==> config.mk <==
export PLATFORM = sky130hd
export DESIGN_NAME = fetch_unit
export DESIGN_NICKNAME = d
export VERILOG_FILES = /design/src/rtl/fetch_unit.sv
export SDC_FILE = /design/constraint.sdc
export NUM_CORES = 1
export LEC_CHECK = 0
export CAP_MARGIN = 20
export CORE_MARGIN = 2
export CORE_UTILIZATION = 42
export DETAILED_ROUTE_END_ITERATION = 6
export PLACE_DENSITY = 0.81
export SYNTH_ARGS = -nofsm -noshare
export SYNTH_HDL_FRONTEND = slang
export SYNTH_SLANG_ARGS = --single-unit
==> constraint.sdc <==
create_clock -name clk -period 3.7 [get_ports clk]
set_input_delay 0.555 -clock clk [delete_from_list [all_inputs] [get_ports clk]]
set_output_delay 0.555 -clock clk [all_outputs]
set_load 0.02 [all_outputs]
==> src/rtl/fetch_unit.sv <==
// Instruction fetch sequencer: one memory read per start pulse, result latched into IR.
// Optional FETCH_ALIGN_TRAP_EN: a misaligned PC raises fault instead of fetching.
module fetch_unit #(
    parameter int unsigned TIMEOUT = 15,
    parameter int unsigned CNT_W   = 4
) (
    input  logic        clk,
    input  logic        reset,
    input  logic        start,
    input  logic [15:0] PC,
    input  logic        mem_r,
    input  logic [15:0] mem_data,
    output logic [15:0] mem_addr,
    output logic        mem_en,
    output logic [15:0] IR,
    output logic        ir_valid,
    output logic        busy,
    output logic        timeout,
    output logic        fault
);

    typedef enum logic {
        IDLE,
        WAIT
    } state_e;

    localparam logic [CNT_W-1:0] CNT_LAST = CNT_W'((TIMEOUT == 0) ? 0 : TIMEOUT - 1);

    state_e           state_q, state_d;
    logic [15:0]      addr_q, addr_d;
    logic             en_q, en_d;
    logic [15:0]      ir_q, ir_d;
    logic             irv_q, irv_d;
    logic             busy_q, busy_d;
    logic             tmo_q, tmo_d;
    logic             fault_q, fault_d;
    logic [CNT_W-1:0] cnt_q, cnt_d;

    logic misaligned;
    logic tmo_hit;

`ifdef FETCH_ALIGN_TRAP_EN
    assign misaligned = PC[0];
`else
    assign misaligned = 1'b0;
`endif

    assign tmo_hit = (TIMEOUT != 0) && (cnt_q == CNT_LAST);

    always_comb begin
        state_d = state_q;
        addr_d  = addr_q;
        en_d    = en_q;
        ir_d    = ir_q;
        irv_d   = irv_q;
        busy_d  = busy_q;
        cnt_d   = cnt_q;
        tmo_d   = 1'b0;
        fault_d = 1'b0;

        case (state_q)
            IDLE: begin
                if (start) begin
                    irv_d = 1'b0;
                    if (misaligned) begin
                        fault_d = 1'b1;
                    end else begin
                        // Bit 0 is dropped: word-aligned access regardless of PC[0].
                        addr_d  = PC & 16'hFFFE;
                        en_d    = 1'b1;
                        busy_d  = 1'b1;
                        cnt_d   = '0;
                        state_d = WAIT;
                    end
                end
            end
            WAIT: begin
                // Ready wins over an expiring timeout on the same edge.
                if (mem_r) begin
                    ir_d    = mem_data;
                    irv_d   = 1'b1;
                    en_d    = 1'b0;
                    busy_d  = 1'b0;
                    state_d = IDLE;
                end else if (tmo_hit) begin
                    en_d    = 1'b0;
                    busy_d  = 1'b0;
                    tmo_d   = 1'b1;
                    state_d = IDLE;
                end else begin
                    cnt_d = cnt_q + 1'b1;
                end
            end
            default: state_d = IDLE;
        endcase
    end

    always_ff @(posedge clk) begin
        if (reset) begin
            state_q <= IDLE;
            addr_q  <= '0;
            en_q    <= 1'b0;
            ir_q    <= '0;
            irv_q   <= 1'b0;
            busy_q  <= 1'b0;
            tmo_q   <= 1'b0;
            fault_q <= 1'b0;
            cnt_q   <= '0;
        end else begin
            state_q <= state_d;
            addr_q  <= addr_d;
            en_q    <= en_d;
            ir_q    <= ir_d;
            irv_q   <= irv_d;
            busy_q  <= busy_d;
            tmo_q   <= tmo_d;
            fault_q <= fault_d;
            cnt_q   <= cnt_d;
        end
    end

    assign mem_addr = addr_q;
    assign mem_en   = en_q;
    assign IR       = ir_q;
    assign ir_valid = irv_q;
    assign busy     = busy_q;
    assign timeout  = tmo_q;
    assign fault    = fault_q;

endmodule

Yosys cells after proc, flatten, opt, wreduce, memory -nomap -nowiden
Index checks and enable logic that the tools add are counted.
{ "word_totals": {"reg_bits": 39, "input_bits": 36, "word_cells": 37} }
{ "op_classes": {"add_sub_neg": 1, "eq_ne": 6, "n_mux": 16, "n_bitwise": 1, "n_reduce_logical": 6} }
{ "op_table": {"columns": ["cell", "n"], "rows": [
  ["$mux W4", 3],
  ["$mux W1", 9],
  ["$ne A2 B2 Y1 const B", 4],
  ["$pmux W4 S2", 1],
  ["$reduce_and A2 Y1", 4],
  ["$pmux W1 S2", 3],
  ["$add A4 B1 Y4 const B", 1],
  ["$eq A4 B4 Y1 const B", 1],
  ["$ne A3 B2 Y1 const B", 1],
  ["$reduce_and A3 Y1", 1],
  ["$reduce_or A3 Y1", 1],
  ["$not A1 Y1", 1]
]} }

Logic depth before layout (Yosys ltp)
{ "depth": {"depth_word": 4, "mapped_depth": 6, "mapped_depth_nobuf": 5} }

Worst setup path after synthesis
No wires, ideal clock.
{ "synth_timing": {"kind": "flip-flop to flip-flop", "start": "register cnt_q[0]", "end": "register cnt_q[0]", "setup_ns": 0.087, "arrival_time_ns": 1.326, "setup_slack_ns": 2.287, "stages_incl_launch_ff": 7, "n_path_buf": 1, "synth_period_minus_slack_ns": 1.413, "cell_sequence": "dfxtp_1 inv_1 ha_1 and3_1 clkbuf_1 or4_1 o31ai_1"} }
{ "synth_between": {"elab_chain_cells": 4} }
{ "synth_rtl": {"columns": ["item", "line", "rtl"], "rows": [
  ["from (decl)", "37", "logic [CNT_W-1:0] cnt_q, cnt_d;"],
  ["from (signal assigned)", "118", "cnt_q <= cnt_d;"],
  ["$add A4 B1 Y4", "91", "cnt_d = cnt_q + 1'b1;"],
  ["$mux W4", "85", "end else if (tmo_hit) begin"],
  ["$mux W4", "79", "if (mem_r) begin"],
  ["$pmux W4 S2", "61", "case (state_q)"]
]} }
Parallel ways exist; a longest one is shown, timed or not. The select of a mux whose other input is x is not followed.
A chain may end at the register's enable or synchronous reset.

Final worst setup path
{ "layout_timing": {"start": "register addr_q[8] (netlist: mem_addr[8])", "end": "output mem_addr[8]"} }
{ "layout_lines": {"columns": ["item", "line", "rtl"], "rows": [
  ["from (decl)", "30", "logic [15:0] addr_q, addr_d;"],
  ["from (signal assigned)", "111", "addr_q <= addr_d;"],
  ["to (decl)", "13", "output logic [15:0] mem_addr,"]
]} }
No word-level cell between the ends.

==> results_dict.tcl <==
set metrics [dict create \
    synth_top_cell_by_area "dfxtp_1" \
    setup.worst_path.end_class "primary output" \
    nNetsFinal 280 \
    dr.pass1.iters 5 \
    post-route-cell-area_um2 2237 \
    yosysWarnings 0 \
    critPathMaxStageDelay_ns 0.62 \
    status "completed" \
    p_int_w 0.0007250 \
    grt_first_pass_wirelength_mm 5.968 \
    fin_skew_ns 0.01327 \
    crit_path_cell_trace "clkdlybuf4s50_1" \
    cts_resized 0 \
    htree_num_levels 2 \
    dieHeight_um 63.24 \
    grt_pass1_vias 1312 \
    hold_violations 0 \
    seq_area_frac_synth_pct 52.97 \
    clockRootBuffer "clkbuf_4" \
    r2r_start "state_q$_SDFF_PP0_" \
    io_pins 73 \
    required_ns 3.14 \
    cts_tree "yes" \
    whs_ns 0.4589 \
    ys_ff_latch 39 \
    drtIter0Drc 101 \
    r2r_end "cnt_q[0]$_SDFFE_PP0P_" \
    p_leak_nw 0.8078 \
    swShare_pct 22.75 \
    worst_pin_slew_ns 0.7256 \
    diodes 0 \
    via_per_inst 4.744 \
    hold_buffers 0 \
    hold_end "mem_addr[9]$_SDFFE_PP0P_" \
    syn_to_final_growth_pct 51.78 \
    cpMaxStageDelayCell "clkdlybuf4s50_1" \
    synth_top_area_share_pct 52.97 \
    p_seq_share_pct 47.8 \
    crit_family "buffers and inverters" \
    clock_power_share_pct 36.7 \
    rsz0062_at_grt "no" \
    peakVddDrop_uv 245.8 \
    drive_gt1_share_pct 4.115 \
    tns_ns 0 \
    die_area_um2 3999 \
    clkSlewWorstSetupHoldPaths_ns 0.11 \
    die_x_um 63.24 \
    critPathBufInv 1 \
    ys_async_sr_fraction_pct 0 \
    start_kind "register" \
    drc 0 \
    synth_cell_type_count 30 \
    grt_max_degree 32 \
    vias 1371 \
    postCtsSetupRepairBufs 0 \
    clk_path_buf_depth 2 \
    syn_avg_cell_area_um2 8.234 \
    grt_overflow 0 \
    placed_cell_area_um2 2136 \
    cap_viol_max_count 0 \
    syn_inst 179 \
    finalMaxSlewViolations 0 \
    rows 21 \
    min_period_over_period_pct 50.19 \
    rrSetupSlack_ns 2.00 \
    initial_core_util_pct 43.82 \
    power.switching_w 0.0002135 \
    grt_usage_pct 19.12 \
    cp_data_arrival_time_ns 1.30 \
    cellPowerDensity_nw_per_um2 419.5 \
    synthTopCellsByArea "dfxtp_1 (53%), nand2_1 (16%), a21oi_1 (11%), buf_4 (2.5%), ha_1 (1.7%)" \
    cts_made_buffers 5 \
    p_comb_share_pct 15.5 \
    numClockSinks 39 \
    clock_latency_ns 0.33 \
    place.gp.congestion 0.7387 \
    hold_start "mem_addr[9]$_SDFFE_PP0P_" \
    whs_path_depth 2 \
    fmax_mhz 538.5 \
    synthFlopType "dfxtp_1" \
    antenna_found_initial 0 \
    r2r_cells 3 \
    path_class "reg -> out" \
    wirelength_mm 3.566 \
    critical_path.max_fanout 2 \
    wl_per_cell_um 12.34 \
    dpl.hpwl_mm 2.501 \
    min_path_type "reg -> reg" \
    finalSetupViolCount 0 \
    relSlewSlack_pct 51.63 \
    power.total_w 0.0009386 \
    min_period_ns 1.857 \
    fp.coreArea_um2 3363 \
    io_buffers 69 \
    ant_nets 0 \
    synth_enable_flop_cells 0 \
    synth_area_um2 1474 \
]
power groups by stage:
stage / Clock [W] / Combinational, W / Sequential [W]
after floorplan: 0 / 0.0000515 / 0.000479
after global placement: 0 / 0.000145 / 0.000458
after detailed placement: 0 / 0.000146 / 0.000459
after CTS: 0.000355 / 0.000147 / 0.000449
after global routing: 0.000379 / 0.000157 / 0.000453
final: 0.000344 / 0.000145 / 0.000449
tightest hold or removal path, cell delays in order (launching register included):
cell and delay (ns):
dfxtp_1 0.32, nand2_1 0.05, a21oi_1 0.05
registers in the layout, summed over array words and instances (netlist names):
register,flops
IR,16
busy,1
cnt_q,4
ir_valid,1
mem_addr,15
state_q,1
timeout,1
synthesized netlist by cell type (2+ instances only):
| master | count |
|---|---|
| a21oi_1 | 33 |
| buf_2 | 4 |
| buf_4 | 5 |
| clkbuf_1 | 4 |
| dfxtp_1 | 39 |
| ha_1 | 2 |
| inv_1 | 2 |
| nand2_1 | 63 |
| nand3_1 | 2 |
| nor2_1 | 2 |
| o211ai_1 | 2 |
| o31ai_1 | 2 |
| or3_1 | 2 |
placed cells by master, fill, tap and decap left out, types with 2 or more instances in the layout:
cell type        Yosys  layout
o31ai_1              2       2
clkdlybuf4s50_1      0      69
or3_1                2       2
conb_1               1       2
inv_1                2       2
nand2_1             63      63
o211ai_1             2       2
dfxtp_1             39      39
nand3_1              2       2
ha_1                 2       2
clkbuf_4             0       5
a21oi_1             33      33
nor2_1               2       2
bufinv_16            0       2
kinds of logic after synthesis:
kind of cell	synth area share (%)
AOI/OAI and AO/OA	15.11
adders and majority gates	1.698
buffers and inverters	7.131
DFF	52.97
other	0.2544
and+or+nand+nor	22.84
through the flow:
step,util (%),cells,setup WS (ns)
3_5_place_dp,63.50,281,1.565
2_1_floorplan,-,180,2.287
4_1_cts,66.52,289,1.817
6_report,66.52,289,1.843
5_1_grt,66.52,289,1.747
3_3_place_gp,63.50,281,1.627
layer usage:
layer  track usage [%]  vias up  part of all wire [%]
met5                 0        -                     0
met4             7.337        0                   1.6
met3             8.036        4                   7.2
met2             31.12       51                    48
met1             22.35      613                    43
li1                  -      703                     -
cell type report:
cell class / count / area [um2]
clock buffers: 6 / 41.29
clock inverters: 2 / 60.06
fillers: 308 / 1126
inverters: 2 / 7.507
multi-input cells: 124 / 591.8
flip-flops and latches: 39 / 780.7
well taps: 46 / 57.56
repair buffers: 70 / 698.2
worst max path at each step:
stage | startpoint | end | slack, ns | cells after the start
after floorplan | cnt_q[0]$_SDFFE_PP0P_ | cnt_q[0]$_SDFFE_PP0P_ | 2.29 | 6
after global placement | start | state_q$_SDFF_PP0_ | 1.63 | 4
after detailed placement | start | cnt_q[0]$_SDFFE_PP0P_ | 1.56 | 4
after CTS | mem_addr[8]$_SDFFE_PP0P_ | mem_addr[8] | 1.82 | 1
after global routing | ir_valid$_SDFFE_PP0P_ | ir_valid | 1.75 | 1
final | mem_addr[8]$_SDFFE_PP0P_ | mem_addr[8] | 1.84 | 1
(Power assumes the default switching activity.)
==> edit: new RTL, same flow settings <==
Change the parameter `CNT_W` from 4 to 6.
--- a/src/rtl/fetch_unit.sv
+++ b/src/rtl/fetch_unit.sv
@@ -3,5 +3,5 @@
 module fetch_unit #(
     parameter int unsigned TIMEOUT = 15,
-    parameter int unsigned CNT_W   = 4
+    parameter int unsigned CNT_W   = 6
 ) (
     input  logic        clk,
Behaviour: same outputs for any inputs over 10 cycles, from zero or initial values and one cycle with reset high; that may be too few to reach the edited logic, so the function may still have changed.
==> edit against the original RTL <==
  * Clock skew is 8.8 ps lower
  * Largest cell class unchanged
  * Via count is 5.6% higher
  * Clock power is 21% lower
  * Area after synthesis is 11% higher
  * Power is 4.4% lower
  * Wire length is 1.1% lower
  * Setup slack better by 42 ps
  * Highest routed layer unchanged
  * Global-route usage is 0.89 points lower
  * Sequential cell count is 2 higher
  * Final cell count is 6.2% higher
  * Design area is 8.2% higher
  * Sequential power is 4.9% higher
  * Combinational power is 6% higher
  * Critical path depth stayed put
==> edit: results (changes against the original RTL) <==
qor: min_path.worstHoldStart IR[6]$_SDFFE_PP0P_
qor: power.internal_power 0.672 mW [-7.3%]
qor: placed_design.placed_cells_incl_taps 298 [+6.0%]
qor: cells_and_area.layout_cells_sized_above_1 7.34% [+3.2 points]
qor: global_routing.grt_overall_usage 18.2% [-0.89 points]
qor: power.ir_drop 277 uV [+13%]
qor: cells_and_area.fillerInstances 332 [+7.8%]
qor: cts.clock_tree.root_cell sky130_fd_sc_hd__clkbuf_8
qor: synth.yosysSeqAreaShare 50.0% [-3.0 points]
qor: global_routing.grt_max_degree 33 [+3.1%]
qor: synth.synth_cells 193 [+7.8%]
qor: sta.timing_worst_slew_pin_value 703 ps [-22.5 ps]
qor: placed_design.post_dp_cell_area 0.00231 mm2 [+8.2%]
qor: critical_path.reg2reg_slack 2220 ps [+220 ps]
qor: power.total_leakage_power 0.898 nW [+11%]
qor: run_status.status finished clean
qor: power.p_comb_share 17.2% [+1.7 points]
qor: drt.wl_per_cell 11.5 um [-6.9%]
qor: critical_path.rr_startpoint state_q$_SDFF_PP0_
qor: placed_design.portBuffers 69 [unchanged]
qor: synth.synth_top_flop_cell sky130_fd_sc_hd__dfxtp_1
qor: drt.dr_total_vias 1448 [+5.6%]
qor: synth.synth_top_cells_by_count sky130_fd_sc_hd__nand2_1, sky130_fd_sc_hd__dfxtp_1, sky130_fd_sc_hd__a21oi_1
qor: placed_design.gp_routability_congestion 0.743 [+0.60%]
qor: sta.final-setup-viol-count 0 [unchanged]
qor: drt.drt-pass1-iter-count 4 [-1]
qor: cts.cts.clk_slew.worst_paths 70 ps [-40 ps]
qor: global_routing.first_pass_grt_wire_length 6000 um [+0.59%]
qor: global_routing.grt_util_met1 21.3% [-1.0 points]
qor: critical_path.crit-reg2reg-capture cnt_q[5]$_SDFFE_PP0P_
qor: critical_path.arrival_time_at_the_worst_endpoint 1260 ps [-40 ps]
qor: power.clockPowerShare 30.4% [-6.3 points]
qor: synth.ys_top_cells_by_area sky130_fd_sc_hd__dfxtp_1, sky130_fd_sc_hd__nand2_1, sky130_fd_sc_hd__a21oi_1
qor: global_routing.groute.layer.met2.usage 29.3% [-1.9 points]
qor: sta.final.setup_skew 4.43 ps [-8.84 ps]
qor: drt.avgViaCountPerCell 4.72 [-0.58%]
qor: placed_design.half_perimeter_wire_length_after_detailed_placement 2480 um [-0.64%]
qor: drt.drt_iter0_markers 62 [-39%]
qor: min_path.hold-path-endpoint IR[6]$_SDFFE_PP0P_
qor: global_routing.grt_use_met3 6.08% [-2.0 points]
-- edit: area by class of cell --
class / instances / area (um2) / share of cell area (%)
Inverter: 2 / 7.51 / 0.310
Tap cell: 48 / 60.1 / 2.48
Timing Repair Buffer: 72 / 733 / 30.3
Multi-Input combinational cell: 136 / 717 / 29.6
Clock inverter: 2 / 10.0 / 0.413
Clock buffer: 6 / 72.6 / 3.00
Sequential cell: 41 / 821 / 33.9
-- edit: routing by layer --
metal,wire [um],vias to the layer above,share of wire [%]
met5,0,-,0
met1,1520,625,43
li1,-,761,-
met2,1600,55,45
met4,88,0,2.5
met3,322,7,9.1
-- edit: metrics by stage --
stage               power, mW  hold slack (ps)  setup WS, ps
floorplan               0.558              503          2360
global placement        0.631              441          1350
detailed placement      0.633              445          1320
CTS                     0.905              456          1630
global route            0.946              472          1780
finish                  0.897              454          1890
-- edit: worst min-delay path: cells and delay by family, from the launching register on --
| kind | cells | cell delay [ps] |
|---|---|---|
| AOI/OAI and AO/OA | 1 | 50 |
| and+or+nand+nor | 1 | 50 |
| DFF | 1 | 310 |
-- edit: cell families after synthesis --
logic type,share of synthesized area [%]
simple gates,23.5
buf+inv,6.56
flops,50.0
compound gates,14.3
other cells,0.228
fa+ha+maj,1.52
mux,3.89
-- edit: how the worst max path moves through the flow --
stage	endpoint	slack, ps	startpoint
3_3_place_gp	cnt_q[3]$_SDFFE_PP0P_	1350	reset
2_1_floorplan	cnt_q[0]$_SDFFE_PP0P_	2360	cnt_q[0]$_SDFFE_PP0P_
5_1_grt	IR[14]$_SDFFE_PP0P_	1780	mem_r
4_1_cts	cnt_q[3]$_SDFFE_PP0P_	1630	reset
3_5_place_dp	cnt_q[3]$_SDFFE_PP0P_	1320	reset
6_report	mem_en	1890	busy$_SDFFE_PP0P_
